**src/rtl/aic3204_i2s_tx_if.sv**
```systemverilog
// Sample stream from the output FIFO into the AIC3204 I2S transmitter.
// Left channel sits in the upper half of s_data, right channel in the lower half.
interface aic3204_i2s_tx_if #(
  parameter int SAMPLE_W = 16
);
  logic [2*SAMPLE_W-1:0] s_data;
  logic                  s_valid;
  logic                  s_ready;

  modport master (
    output s_data,
    output s_valid,
    input  s_ready
  );

  modport slave (
    input  s_data,
    input  s_valid,
    output s_ready
  );
endinterface

```
**src/rtl/aic3204_i2s_tx.sv**
```systemverilog
// I2S bus-master transmitter for the AIC3204 DAC path.
// Divides clk into BCLK/WCLK, latches one stereo sample per frame out of a
// one-entry holding register and shifts it MSB first onto DIN.
// Every codec-facing output is a flop fed from the current divider/bit
// position, so the pins trail the internal counters by one clk.
module aic3204_i2s_tx #(
  parameter int SAMPLE_W  = 16,
  parameter int SLOT_W    = 32,
  parameter int BCLK_HALF = 4
) (
  input  logic            clk,
  input  logic            reset_n,
  input  logic            enable,
  aic3204_i2s_tx_if.slave s_if,
  input  logic            underrun_clr,
  output logic            bclk_o,
  output logic            wclk_o,
  output logic            din_o,
  output logic            frame_start,
  output logic            underrun
);

  localparam int FRAME_W = 2 * SAMPLE_W;
  localparam int IDX_W   = $clog2(FRAME_W);
  localparam int DIV_N   = 2 * BCLK_HALF;
  localparam int DIV_W   = $clog2(DIV_N);
  localparam int BIT_N   = 2 * SLOT_W;
  localparam int BIT_W   = $clog2(BIT_N);

  localparam logic [DIV_W-1:0] DIV_LAST = DIV_W'(DIV_N - 1);
  localparam logic [BIT_W-1:0] BIT_LAST = BIT_W'(BIT_N - 1);

  logic [DIV_W-1:0]   r_div;
  logic [BIT_W-1:0]   r_b;
  logic               r_hold_full;
  logic [FRAME_W-1:0] r_hold_data;
  logic               r_pop;
  logic [FRAME_W-1:0] r_frame;
  logic               r_underrun;
  logic               r_bclk;
  logic               r_wclk;
  logic               r_din;
  logic               r_frame_start;

  logic               w_bnd;
  logic [FRAME_W-1:0] w_load;
  logic [FRAME_W-1:0] w_frame_cur;
  logic [IDX_W-1:0]   w_idx;
  logic               w_din_nxt;
  logic               w_wclk_nxt;
  logic               w_bclk_nxt;

  // Counters sit at zero while disabled, so the first enabled cycle and every
  // wrap back to position zero are both frame boundaries.
  assign w_bnd       = enable && (r_div == '0) && (r_b == '0);
  assign w_load      = r_hold_full ? r_hold_data : '0;
  assign w_frame_cur = w_bnd ? w_load : r_frame;

  // Decode the pin levels for the current bit position.
  always_comb begin
    w_idx      = '0;
    w_din_nxt  = 1'b0;
    w_bclk_nxt = (int'(r_div) >= BCLK_HALF);
    w_wclk_nxt = (int'(r_b) >= SLOT_W - 1) && (int'(r_b) <= 2 * SLOT_W - 2);
    if (int'(r_b) < SAMPLE_W) begin
      w_idx     = IDX_W'(FRAME_W - 1 - int'(r_b));
      w_din_nxt = w_frame_cur[w_idx];
    end else if ((int'(r_b) >= SLOT_W) && (int'(r_b) < SLOT_W + SAMPLE_W)) begin
      w_idx     = IDX_W'(SAMPLE_W - 1 - (int'(r_b) - SLOT_W));
      w_din_nxt = w_frame_cur[w_idx];
    end
  end

  // BCLK divider and bit-within-frame counter; both park at zero when disabled.
  always_ff @(posedge clk or negedge reset_n) begin
    if (!reset_n) begin
      r_div <= '0;
      r_b   <= '0;
    end else if (!enable) begin
      r_div <= '0;
      r_b   <= '0;
    end else if (r_div == DIV_LAST) begin
      r_div <= '0;
      r_b   <= (r_b == BIT_LAST) ? '0 : r_b + BIT_W'(1);
    end else begin
      r_div <= r_div + DIV_W'(1);
    end
  end

  // Holding register; the pop lands one cycle after the boundary so s_ready
  // stays low through the frame_start cycle.
  always_ff @(posedge clk or negedge reset_n) begin
    if (!reset_n) begin
      r_hold_full <= 1'b0;
      r_hold_data <= '0;
      r_pop       <= 1'b0;
    end else begin
      r_pop <= w_bnd && r_hold_full;
      if (r_pop) begin
        r_hold_full <= 1'b0;
      end else if (s_if.s_valid && !r_hold_full) begin
        r_hold_full <= 1'b1;
        r_hold_data <= s_if.s_data;
      end
    end
  end

  // Frame register: captured at each boundary, dropped when the bus is parked.
  always_ff @(posedge clk or negedge reset_n) begin
    if (!reset_n) begin
      r_frame <= '0;
    end else if (!enable) begin
      r_frame <= '0;
    end else if (w_bnd) begin
      r_frame <= w_load;
    end
  end

  // Sticky underrun; a set in the same cycle as a clear takes priority.
  always_ff @(posedge clk or negedge reset_n) begin
    if (!reset_n) begin
      r_underrun <= 1'b0;
    end else if (w_bnd && !r_hold_full) begin
      r_underrun <= 1'b1;
    end else if (underrun_clr) begin
      r_underrun <= 1'b0;
    end
  end

  // Registered codec pins and frame marker.
  always_ff @(posedge clk or negedge reset_n) begin
    if (!reset_n) begin
      r_bclk        <= 1'b0;
      r_wclk        <= 1'b0;
      r_din         <= 1'b0;
      r_frame_start <= 1'b0;
    end else if (!enable) begin
      r_bclk        <= 1'b0;
      r_wclk        <= 1'b0;
      r_din         <= 1'b0;
      r_frame_start <= 1'b0;
    end else begin
      r_bclk        <= w_bclk_nxt;
      r_wclk        <= w_wclk_nxt;
      r_din         <= w_din_nxt;
      r_frame_start <= w_bnd;
    end
  end

  assign s_if.s_ready = ~r_hold_full;
  assign bclk_o       = r_bclk;
  assign wclk_o       = r_wclk;
  assign din_o        = r_din;
  assign frame_start  = r_frame_start;
  assign underrun     = r_underrun;

endmodule

```
**src/flat_wrapper.sv**
```systemverilog
// flat-port wrapper written by rule: the top's interface ports become plain ports
module aic3204_i2s_tx_flat 
#(
  parameter int SAMPLE_W  = 16,
  parameter int SLOT_W    = 32,
  parameter int BCLK_HALF = 4
)
  (clk, reset_n, enable, underrun_clr, bclk_o, wclk_o, din_o, frame_start, underrun, s_if_s_data, s_if_s_valid, s_if_s_ready);
  aic3204_i2s_tx_if #(.SAMPLE_W(SAMPLE_W)) s_if_i ();
  input  logic clk;
  input  logic reset_n;
  input  logic enable;
  input  logic underrun_clr;
  output logic bclk_o;
  output logic wclk_o;
  output logic din_o;
  output logic frame_start;
  output logic underrun;
  input wire logic [$bits(s_if_i.s_data)-1:0] s_if_s_data;
  input wire logic [$bits(s_if_i.s_valid)-1:0] s_if_s_valid;
  output wire logic [$bits(s_if_i.s_ready)-1:0] s_if_s_ready;
  assign s_if_i.s_data = s_if_s_data;
  assign s_if_i.s_valid = s_if_s_valid;
  assign s_if_s_ready = s_if_i.s_ready;
  aic3204_i2s_tx #(.SAMPLE_W(SAMPLE_W), .SLOT_W(SLOT_W), .BCLK_HALF(BCLK_HALF)) u_core (.clk(clk), .reset_n(reset_n), .enable(enable), .s_if(s_if_i), .underrun_clr(underrun_clr), .bclk_o(bclk_o), .wclk_o(wclk_o), .din_o(din_o), .frame_start(frame_start), .underrun(underrun));
endmodule
```
**config.mk**
```make
export PLATFORM = sky130hd
export DESIGN_NAME = aic3204_i2s_tx_flat
export DESIGN_NICKNAME = d
export VERILOG_FILES = /design/src/rtl/aic3204_i2s_tx_if.sv /design/src/rtl/aic3204_i2s_tx.sv /design/src/flat_wrapper.sv
export SDC_FILE = /design/constraint.sdc
export NUM_CORES = 1
export LEC_CHECK = 0
export CORE_UTILIZATION = 51
export DETAILED_ROUTE_END_ITERATION = 7
export GPL_TIMING_DRIVEN = 0
export PLACE_DENSITY_LB_ADDON = 0.05
export RECOVER_POWER = 50
export SYNTH_ARGS = -nofsm -noshare
export SYNTH_HDL_FRONTEND = slang
export SYNTH_SLANG_ARGS = --single-unit
```
**constraint.sdc**
```tcl
create_clock -name clk -period 2.67 [get_ports clk]
set_clock_uncertainty 0.05 [all_clocks]
set_input_delay 0.4005 -clock clk [delete_from_list [all_inputs] [get_ports clk]]
set_output_delay 0.4005 -clock clk [all_outputs]
set_load 0.005 [all_outputs]
```
==> results.sh <==
export IMPL_die_y_um=89.4
export IMPL_syn2layout_area_growth_pct=22.1
export IMPL_synth_area_leaders="dfrtp_1 51%, mux2_2 9.3%, nand2_1 4.4%, a21boi_0 3.1%, nor2b_1 2.6%"
export IMPL_vias=3025
export IMPL_cp_end_kind="register"
export IMPL_postSynthNetCount=410
export IMPL_cts_sinks=80
export IMPL_final_nets=466
export IMPL_dp_hpwl_um=6480
export IMPL_synth_common_cells="80 x dfrtp_1, 46 x nand2_1, 32 x mux2_2"
export IMPL_finalMaxSlewViolations=0
export IMPL_n_antenna_cell=0
export IMPL_relSlewSlack=0.349
export IMPL_routed_wl_um=9160
export IMPL_fin_crit_ns=2.60
export IMPL_drive_gt1_frac=0.199
export IMPL_finalSetupViolCount=0
export IMPL_reg2reg_from="u_core.r_b[1]"
export IMPL_swShare=0.288
export IMPL_track_usage=0.262
export IMPL_crit_fanout=10
export IMPL_fp_dieW_um=89.4
export IMPL_design_area_um2=4760
export IMPL_syn_avg_cell_area_um2=10.6
export IMPL_worst_slew_pin_slew_ns=0.976
export IMPL_seqPwrFrac=0.492
export IMPL_die_area_um2=7990
export IMPL_cts_htree_levels=3
export IMPL_grt_max_degree=43
export IMPL_leakage_nw=1.97
export IMPL_finalCritPeriodShare=0.975
export IMPL_grt_pass1_vias=2937
export IMPL_p_comb_frac=0.236
export IMPL_yosys_register_bits=80
export IMPL_postRouteAntennaNets=0
export IMPL_clkLatencyLatePin_ns=0.35
export IMPL_syn_area_um2=3890
export IMPL_drtIter0Drc=158
export IMPL_p_per_area_nw_per_um2=719
export IMPL_grt_antenna_before_repair=0
export IMPL_cap_viol_max_count=0
export IMPL_fill_cells=592
export IMPL_min_path_type="in2reg"
export IMPL_routed_via_density=5.74
export IMPL_syn_inst=368
export IMPL_vdd_drop_max_mv=0.490
export IMPL_dpl_cell_count=509
export IMPL_cts_max_path_buffers=2
export IMPL_gp_congestion=0.880
export IMPL_final_hold_viol_count=0
export IMPL_p_sw_uw=985
export IMPL_wl_per_cell_um=17.4
export IMPL_fmax_mhz=384
export IMPL_drc=0
export IMPL_p_clk_frac=0.272
export IMPL_worst_r2r_endpoint="u_core.din_o"
export IMPL_clk_pin_slew_ns=0.07
export IMPL_synth_top_area_frac=0.514
export IMPL_synth_top_area_cell="dfrtp_1"
export IMPL_grt_pass1_wl_um=15400
export IMPL_startpoint="u_core.r_b[1]"
export IMPL_ys_warn_count=0
export IMPL_synth_cell_types=50
export IMPL_status="finished, final reports clean"
export IMPL_synth_ff_type="dfrtp_1"
export IMPL_start_util=0.531
export IMPL_crit_type="reg2reg"
export IMPL_rsz0062_at_grt="yes"
export IMPL_power_mw=3.42
export IMPL_coreArea_um2=7330
export IMPL_crit_end="u_core.din_o"
export IMPL_ctsRootBufferMaster="clkbuf_8"
export IMPL_worstPathRequired_ns=2.83
export IMPL_ff2ff_setup_slack_ns=0.07
export IMPL_stdcell_count=527
export IMPL_pin_count=43
export IMPL_cp_arrival_ns=2.76
export IMPL_yosys_cell_count_top_type="dfrtp_1"
export IMPL_rows=31
export IMPL_ys_seq_area_frac=0.514
export IMPL_dpl_cell_area_um2=4450
export IMPL_synth_edf_count=0
export IMPL_async_flop_share=1.00
export IMPL_internal_power_mw=2.43
export IMPL_grt_ovfl_total=0
export IMPL_io_buffers=41
export IMPL_cts_tree="done"
export IMPL_dr_pass1_iters=5
export IMPL_startpoint_type="register"
export IMPL_reg2reg_depth=10
export IMPL_numCtsBuffers=9
==> power groups by stage <==
stage	sequential [mW]	combinational (mW)	clock, mW
detailed placement	1.70	0.779	0
finish	1.68	0.808	0.929
global placement	1.69	0.761	0
floorplan	1.64	0.547	0
CTS	1.68	0.798	0.949
global route	1.72	0.907	1.00
==> cells by family (layout without fill, tap and decap cells) <==
group / count (synthesis) / after routing / synth area share
xor+xnor: 2 / 2 / 0.00450
flops: 80 / 80 / 0.514
simple gates: 127 / 127 / 0.168
buf+inv: 39 / 99 / 0.0431
mux: 41 / 41 / 0.129
fa+ha+maj: 5 / 5 / 0.0161
compound gates: 74 / 74 / 0.126
==> flip-flops by register name (all words and copies together), names as in the netlist <==
register            cells
u_core.bclk_o           1
u_core.r_pop            1
u_core.r_hold_full      1
u_core.r_hold_data     32
u_core.frame_start      1
u_core.wclk_o           1
u_core.r_div            3
u_core.r_b              6
u_core.r_frame         32
u_core.underrun         1
u_core.din_o            1
==> layout make-up <==
class	instances	area (um^2)	share of cell area
clock inverter	2	37.5	0.00789
inverter	10	40.0	0.00842
tap	99	124	0.0260
clock buffer	13	169	0.0355
sequential	80	2000	0.421
buffer	28	151	0.0318
multi-input combinational	249	1790	0.376
timing repair buffer	46	443	0.0931
==> layer usage <==
| metal | vias up | part of all wire | track usage | wire length, um |
|---|---|---|---|---|
| met5 | - | 0 | 0 | 0 |
| met4 | 0 | 0.019 | 0.0952 | 172 |
| met3 | 15 | 0.049 | 0.0452 | 446 |
| met2 | 106 | 0.45 | 0.393 | 4140 |
| met1 | 1490 | 0.48 | 0.384 | 4400 |
| li1 | 1414 | - | - | - |
==> stage by stage <==
step	setup TNS [ns]	worst slack, ns	hold WS [ns]	util
after global routing	-0.0778	-0.0778	0.338	0.649
after global placement	-153.03	-1.75	0.370	0.604
final	0	0.0674	0.324	0.649
after CTS	0	0.00631	0.307	0.643
after detailed placement	-12.86	-0.808	0.359	0.606
after floorplan	0	0.0246	0.0549	-
==> cell usage in the layout (no fill, tap or decap), drive strengths merged, types with 8 or more instances in the layout <==
| master | instances |
|---|---|
| buf | 17 |
| inv | 9 |
| clkdlybuf4s50 | 40 |
| nor3 | 15 |
| clkbuf | 29 |
| dfrtp | 80 |
| nand3 | 12 |
| nor2b | 16 |
| a21oi | 15 |
| nor2 | 8 |
| mux2 | 32 |
| o21ai | 17 |
| and2 | 15 |
| nand2 | 46 |
| a21boi | 16 |
==> timing repair <==
action / CTS / global route
gates resized for setup: 16 / 20
hold buffers: 1 / 0
hold endpoints to repair: 38 / 0
pin swaps: 0 / 2
endpoints found under the setup margin: 29 / 41
setup buffers: 2 / 1
==> worst min-delay path by stage <==
stage	start	end	slack, ns	depth (start not counted)
after floorplan	reset_n	u_core.bclk_o	0.05	0
final	enable	u_core.r_b[5]	0.32	2
after detailed placement	reset_n	u_core.r_div[2]	0.36	1
after global routing	enable	u_core.r_b[5]	0.34	2
after global placement	u_core.r_pop	u_core.r_hold_full	0.37	1
after CTS	enable	u_core.r_b[5]	0.31	2
==> critical path, cell delays in order (launching register included) <==
cell and delay (ns):
dfrtp_2 0.41, buf_2 0.19, inv_2 0.11, ha_1 0.17
nand4bb_1 0.20, buf_6 0.22, o21ai_0 0.16, o21ai_0 0.13
mux4_2 0.48, o32ai_2 0.22, o22ai_1 0.14
(Power assumes the default switching activity.)
